$ cat config.mk
export PLATFORM = sky130hd
export DESIGN_NAME = awg_ctrl
export DESIGN_NICKNAME = d
export VERILOG_FILES = /design/src/rtl/awg_pkg.sv /design/src/rtl/key_debounce.sv /design/src/rtl/awg_ctrl.sv
export SDC_FILE = /design/constraint.sdc
export NUM_CORES = 1
export LEC_CHECK = 0
export ABC_AREA = 0
export BUFFER_PORTS_ARGS = -buffer_cell sky130_fd_sc_hd__buf_2
export CORE_UTILIZATION = 45
export CTS_BUF_LIST = sky130_fd_sc_hd__clkbuf_2
export DETAILED_ROUTE_END_ITERATION = 6
export MAX_ROUTING_LAYER = met4
export PLACE_DENSITY = 0.66
export SKIP_LAST_GASP = 1
export SYNTH_ARGS = -nofsm -noshare
export SYNTH_HDL_FRONTEND = slang
export SYNTH_HIERARCHICAL = 1
export SYNTH_SLANG_ARGS = --single-unit
$ cat constraint.sdc
create_clock -name clk -period 8.6 [get_ports clk]
set_input_delay 1.29 -clock clk [delete_from_list [all_inputs] [get_ports clk]]
set_output_delay 1.29 -clock clk [all_outputs]
set_load 0.01 [all_outputs]
$ cat src/rtl/awg_pkg.sv
// Shared types and limits for the AWG front-panel controller.
// Wave codes 0..4 follow the generator's case decode; 3'd7 is its OFF code.
package awg_pkg;

  typedef enum logic [1:0] {
    MENU_WAVE  = 2'd0,
    MENU_FREQ  = 2'd1,
    MENU_AMP   = 2'd2,
    MENU_PHASE = 2'd3
  } menu_e;

  localparam logic [2:0] WAVE_MAX  = 3'd4;
  localparam logic [3:0] FREQ_MIN  = 4'd1;
  localparam logic [3:0] FREQ_MAX  = 4'd6;
  localparam logic [3:0] AMP_MAX   = 4'd15;
  localparam logic [2:0] PHASE_MAX = 3'd7;
  localparam logic [2:0] STATE_OFF = 3'd7;

  function automatic menu_e next_menu(input menu_e cur);
    return menu_e'(cur + 2'd1);
  endfunction

endpackage

$ cat src/rtl/key_debounce.sv
// Single push-button debouncer: 2-FF synchroniser, stability counter and a
// one-cycle press pulse that is only armed once the key has settled released.
module key_debounce #(
  parameter int DEB_CYCLES = 1_000_000
) (
  input  logic clk,
  input  logic rst_n,
  input  logic key_n,
  output logic level,
  output logic press
);

  localparam int             CW       = (DEB_CYCLES > 1) ? $clog2(DEB_CYCLES) : 1;
  localparam logic [CW-1:0] CNT_LAST = CW'(DEB_CYCLES - 1);
  localparam logic [CW-1:0] CNT_ONE  = CW'(1);

  logic          sync1_r;
  logic          sync2_r;
  logic          prev_r;
  logic          level_r;
  logic          armed_r;
  logic [CW-1:0] cnt_r;
  logic          stable_s;

  // A level is accepted only after the synced sample has held for the full window.
  assign stable_s = (sync2_r == prev_r) && (cnt_r == CNT_LAST);

  // Synchroniser, stability counter, accepted level and press arming.
  always_ff @(posedge clk or negedge rst_n) begin
    if (!rst_n) begin
      sync1_r <= 1'b0;
      sync2_r <= 1'b0;
      prev_r  <= 1'b0;
      cnt_r   <= '0;
      level_r <= 1'b0;
      armed_r <= 1'b0;
    end else begin
      sync1_r <= ~key_n;
      sync2_r <= sync1_r;
      prev_r  <= sync2_r;
      if (sync2_r != prev_r) begin
        cnt_r <= '0;
      end else if (cnt_r != CNT_LAST) begin
        cnt_r <= cnt_r + CNT_ONE;
      end else begin
        cnt_r <= cnt_r;
      end
      if (stable_s) begin
        level_r <= sync2_r;
        armed_r <= armed_r | ~sync2_r;
      end else begin
        level_r <= level_r;
        armed_r <= armed_r;
      end
    end
  end

  // Key held through reset stays disarmed until it has settled released once.
  assign press = stable_s & sync2_r & ~level_r & armed_r;
  assign level = level_r;

endmodule

$ cat src/rtl/awg_ctrl.sv
// Front-panel controller: four debounced keys drive a menu FSM that edits the
// wave/frequency/amplitude/phase settings feeding the waveform generator.
module awg_ctrl
  import awg_pkg::*;
#(
  parameter int         DEB_CYCLES = 1_000_000,
  parameter logic [3:0] AMP_RST    = 4'd8
) (
  input  logic        clk,
  input  logic        rst_n,
  input  logic        key_mode_n,
  input  logic        key_up_n,
  input  logic        key_down_n,
  input  logic        key_run_n,
  output logic [2:0]  state,
  output logic [11:0] state_freq,
  output logic [3:0]  state_amp,
  output logic [7:0]  state_phase,
  output logic [1:0]  menu_sel,
  output logic        running
);

  logic [3:0] key_level_unused_s;
  logic       p_mode_s, p_up_s, p_down_s, p_run_s;
  logic       edit_up_s, edit_dn_s;

  menu_e      menu_r,  menu_nxt_s;
  logic [2:0] wave_r,  wave_nxt_s;
  logic [3:0] freq_r,  freq_nxt_s;
  logic [3:0] amp_r,   amp_nxt_s;
  logic [2:0] phase_r, phase_nxt_s;
  logic       run_r,   run_nxt_s;
  logic [2:0] state_r;

  key_debounce #(.DEB_CYCLES(DEB_CYCLES)) u_deb_mode (
    .clk(clk), .rst_n(rst_n), .key_n(key_mode_n), .level(key_level_unused_s[0]), .press(p_mode_s));
  key_debounce #(.DEB_CYCLES(DEB_CYCLES)) u_deb_up (
    .clk(clk), .rst_n(rst_n), .key_n(key_up_n),   .level(key_level_unused_s[1]), .press(p_up_s));
  key_debounce #(.DEB_CYCLES(DEB_CYCLES)) u_deb_down (
    .clk(clk), .rst_n(rst_n), .key_n(key_down_n), .level(key_level_unused_s[2]), .press(p_down_s));
  key_debounce #(.DEB_CYCLES(DEB_CYCLES)) u_deb_run (
    .clk(clk), .rst_n(rst_n), .key_n(key_run_n),  .level(key_level_unused_s[3]), .press(p_run_s));

  // Edits cancel each other and yield to a menu move so they never hit the new field.
  assign edit_up_s = p_up_s & ~p_down_s & ~p_mode_s;
  assign edit_dn_s = p_down_s & ~p_up_s & ~p_mode_s;

  // Next-state for menu, settings and run flag.
  always_comb begin
    menu_nxt_s  = menu_r;
    wave_nxt_s  = wave_r;
    freq_nxt_s  = freq_r;
    amp_nxt_s   = amp_r;
    phase_nxt_s = phase_r;
    if (p_run_s) begin
      run_nxt_s = ~run_r;
    end else begin
      run_nxt_s = run_r;
    end
    if (p_mode_s) begin
      menu_nxt_s = next_menu(menu_r);
    end else if (edit_up_s || edit_dn_s) begin
      case (menu_r)
        MENU_WAVE: begin
          if (edit_up_s) begin
            wave_nxt_s = (wave_r >= WAVE_MAX) ? 3'd0 : wave_r + 3'd1;
          end else begin
            wave_nxt_s = (wave_r == 3'd0 || wave_r > WAVE_MAX) ? WAVE_MAX : wave_r - 3'd1;
          end
        end
        MENU_FREQ: begin
          if (edit_up_s) begin
            freq_nxt_s = (freq_r >= FREQ_MAX) ? FREQ_MAX : freq_r + 4'd1;
          end else begin
            freq_nxt_s = (freq_r <= FREQ_MIN) ? FREQ_MIN : freq_r - 4'd1;
          end
        end
        MENU_AMP: begin
          if (edit_up_s) begin
            amp_nxt_s = (amp_r == AMP_MAX) ? AMP_MAX : amp_r + 4'd1;
          end else begin
            amp_nxt_s = (amp_r == 4'd0) ? 4'd0 : amp_r - 4'd1;
          end
        end
        MENU_PHASE: begin
          if (edit_up_s) begin
            phase_nxt_s = (phase_r == PHASE_MAX) ? 3'd0 : phase_r + 3'd1;
          end else begin
            phase_nxt_s = (phase_r == 3'd0) ? PHASE_MAX : phase_r - 3'd1;
          end
        end
        default: begin
          menu_nxt_s = MENU_WAVE;
        end
      endcase
    end else begin
      menu_nxt_s = menu_r;
    end
  end

  // Setting and output registers; state carries the OFF code while stopped.
  always_ff @(posedge clk or negedge rst_n) begin
    if (!rst_n) begin
      menu_r  <= MENU_WAVE;
      wave_r  <= 3'd0;
      freq_r  <= FREQ_MIN;
      amp_r   <= AMP_RST;
      phase_r <= 3'd0;
      run_r   <= 1'b0;
      state_r <= STATE_OFF;
    end else begin
      menu_r  <= menu_nxt_s;
      wave_r  <= wave_nxt_s;
      freq_r  <= freq_nxt_s;
      amp_r   <= amp_nxt_s;
      phase_r <= phase_nxt_s;
      run_r   <= run_nxt_s;
      state_r <= run_nxt_s ? wave_nxt_s : STATE_OFF;
    end
  end

  assign state       = state_r;
  assign state_freq  = {8'd0, freq_r};
  assign state_amp   = amp_r;
  assign state_phase = {5'd0, phase_r};
  assign menu_sel    = menu_r;
  assign running     = run_r;

endmodule

==> reports/results.tsv <==
metric	value	unit
Mapped Cells	654	
Initial Util	46.1	%
Row Count	43	
min Tclk post-route	3.66	ns
vias in the first global route	4834	
YS warnings	6	
fin util	49.8	%
Slew @ Worst Pin	1.05	ns
largest net degree at the start of global routing	76	
hold_sp	u_deb_down/sync1_r	
setup violators final	0	
# IOs	36	
Post-synth EDFFs	0	
Startpoint Class	flop	
FF+latch count, synth	120	
pwr dens	146	mW/mm²
first-pass GRT wire length	22200	µm
Slew Limit Fails	0	
Post-CTS Resized	0	
# DRC	0	
Post-CTS Setup Bufs	0	
core region area	0.0138	mm²
CTS Hold Bufs	0	
antenna cells	0	
fin nets	715	
Worst R2R Start	u_deb_up/cnt_r[0]	
WL final	12700	µm
Slowest cell on crit path	nor3b_2	
Reg2Reg Depth	9	
Worst VDD drop	0.0684	mV
DR iter-0 viols	289	
final period utilization	42.5	%
Pleak	2.89	nW
Critical Path AT	4.28	ns
mean number of vias per cell	5.72	
setup_tns	0	ns
register area share after synthesis	47.2	%
clk sinks	120	
CP Cell Sequence	ha_1, and3_1, and3_2, nand2_1, nor4_1, nor3b_2, mux2_2, mux2i_1, o22a_1	
Required @ worst endpoint	9.22	ns
Synth cell types	55	
reg-to-reg endpoint	freq_r[2]	
Worst-path clk slew	0.18	ns
RSZ-0062 raised after global routing	no	
Avg Cell Area, Syn	9.75	µm²
FF-to-FF setup slack	4.94	ns
critical path capture point type	flop	
port bufs	22	
die height	121	µm
number of buffers created by CTS	17	
CP peak stage delay	0.95	ns
layout cells sized above 1	14.4	%
clk_skew	0.0361	ns
worst path bufs/invs	0	
die area	0.0146	mm²
Final Hold Violating Endpoints	0	
normalized max-slew margin	30.0	%
DR pass1 iterations	5	
H-tree depth	4	
async set or reset register ratio after synthesis	100	%
Worst Hold End	u_deb_down/sync2_r	
Detail Route Antenna Nets	0	
aggregate global-route resource usage	19.4	%
synthesized area	0.00637	mm²
clk_lat worst skew	0.67	ns
Max Root-Sink Buffers	2	
hold path depth	0	
Achievable Freq	0.273	GHz
outcome	completed	
Non-Filler Instances	880	
Layout Area Growth over Synthesis	7.93	%
DR vias	5030	
Max FO, Critical Path	18	
GRT overflow	0	
antenna violations before repair	0	
CP top delay family	simple AND/OR/NAND/NOR gates	
placed instance count	848	
HPWL after DPL	8670	µm
routability cong.	0.862	
Die X-Extent	121	µm
Routed WL per cell	14.4	µm
root buffer cell	clkbuf_2	
MaxCap Viol Count	0	
kind of critical path	flop to flop	
Worst Hold Class	flop to flop	
CTS tree	built	
most used flip-flop cell after synthesis	dfrtp_1	
cells in the mapped netlist (9+ instances only):
| cell | number | area, µm² |
|---|---|---|
| dfrtp_1 | 115 | 2880 |
| o21ai_0 | 63 | 315 |
| nor2_1 | 44 | 165 |
| a21oi_1 | 40 | 200 |
| nand2_1 | 39 | 146 |
| nand3_1 | 33 | 165 |
| inv_1 | 28 | 105 |
| ha_1 | 22 | 275 |
| nor4_1 | 21 | 131 |
| xnor2_1 | 21 | 184 |
| a31oi_1 | 17 | 106 |
| nand4_1 | 17 | 106 |
| xor2_1 | 15 | 131 |
| buf_4 | 14 | 105 |
| or3_1 | 14 | 87.6 |
| or3_2 | 12 | 90.1 |
| clkbuf_1 | 10 | 37.5 |
| o31ai_1 | 10 | 75.1 |
| and3_1 | 9 | 56.3 |
| nor3_1 | 9 | 45.0 |
worst max path at each step:
stage | startpoint | end | slack (ns) | cells after the start
CTS | u_deb_up/cnt_r[0] | freq_r[2] | 4.98 | 9
global placement | u_deb_up/cnt_r[0] | freq_r[2] | 5.15 | 9
finish | u_deb_up/cnt_r[0] | freq_r[2] | 4.94 | 9
floorplan | u_deb_down/cnt_r[0] | state_amp[0] | 5.63 | 10
global route | u_deb_up/cnt_r[0] | freq_r[2] | 4.72 | 9
detailed placement | u_deb_up/cnt_r[0] | freq_r[2] | 5.03 | 9
flip-flops by register name, indices dropped and copies added (netlist names), 2 cells and up:
name              count
u_deb_down/cnt_r     20
u_deb_run/cnt_r      20
freq_r                4
menu_sel              2
state                 3
wave_r                3
state_amp             4
u_deb_up/cnt_r       20
u_deb_mode/cnt_r     20
phase_r               3
layout by cell type, fill, tap and decap left out, types with 15 or more instances in the layout:
cell type and n:
a21oi_1 40, a31oi_1 17, buf_2 21, clkbuf_2 21
dfrtp_1 115, ha_1 22, inv_1 28, nand2_1 39
nand3_1 33, nand4_1 17, nor2_1 44, nor4_1 20
o21ai_0 63, xnor2_1 21, xor2_1 15
area by class of cell:
class                   instances  area, µm²
clock inverters                11        131
clock buffers                  21        105
multi-input cells             492       3150
inverters                      28        105
well taps                     180        225
fillers                      1235       6950
repair buffers                 28        158
flip-flops and latches        120       3010
per-stage QoR:
| step | worst slack (ns) | power (W) | cell area [µm²] | hold WS, ns |
|---|---|---|---|---|
| 3_5_place_dp | 5.03 | 0.000654 | 6640 | 0.341 |
| 6_report | 4.94 | 0.00100 | 6880 | 0.375 |
| 3_3_place_gp | 5.15 | 0.000651 | 6640 | 0.336 |
| 2_1_floorplan | 5.63 | 0.000631 | 6420 | 0.331 |
| 4_1_cts | 4.98 | 0.00102 | 6880 | 0.378 |
| 5_1_grt | 4.72 | 0.00106 | 6880 | 0.384 |
power by group:
group / switching, W / internal, W / total (W)
sequential: 0.0000158 / 0.000576 / 0.000592
clock: 0.000200 / 0.000163 / 0.000362
combinational: 0.0000357 / 0.0000146 / 0.0000503
total: 0.000251 / 0.000754 / 0.00100
per-layer routing:
| layer | vias up | wire length (µm) | track usage (%) | part of all wire (%) |
|---|---|---|---|---|
| met1 | 2452 | 6070 | 24.7 | 48 |
| met5 | - | 0 | - | 0 |
| met3 | 16 | 502 | 5.26 | 4.0 |
| met2 | 106 | 5940 | 30.1 | 47 |
| li1 | 2456 | - | - | - |
| met4 | 0 | 149 | 6.17 | 1.2 |
kinds of logic (layout without fill, tap and decap cells):
logic type	after synthesis	in the layout	synth area share, %
buf+inv	54	88	4.24
mux	6	6	0.962
compound gates	158	158	14.5
simple gates	257	257	23.8
other cells	1	13	0.0588
fa+ha+maj	22	22	4.32
xor+xnor	36	36	4.95
flops	120	120	47.2
No activity file was read; power rests on OpenSTA's default activity.
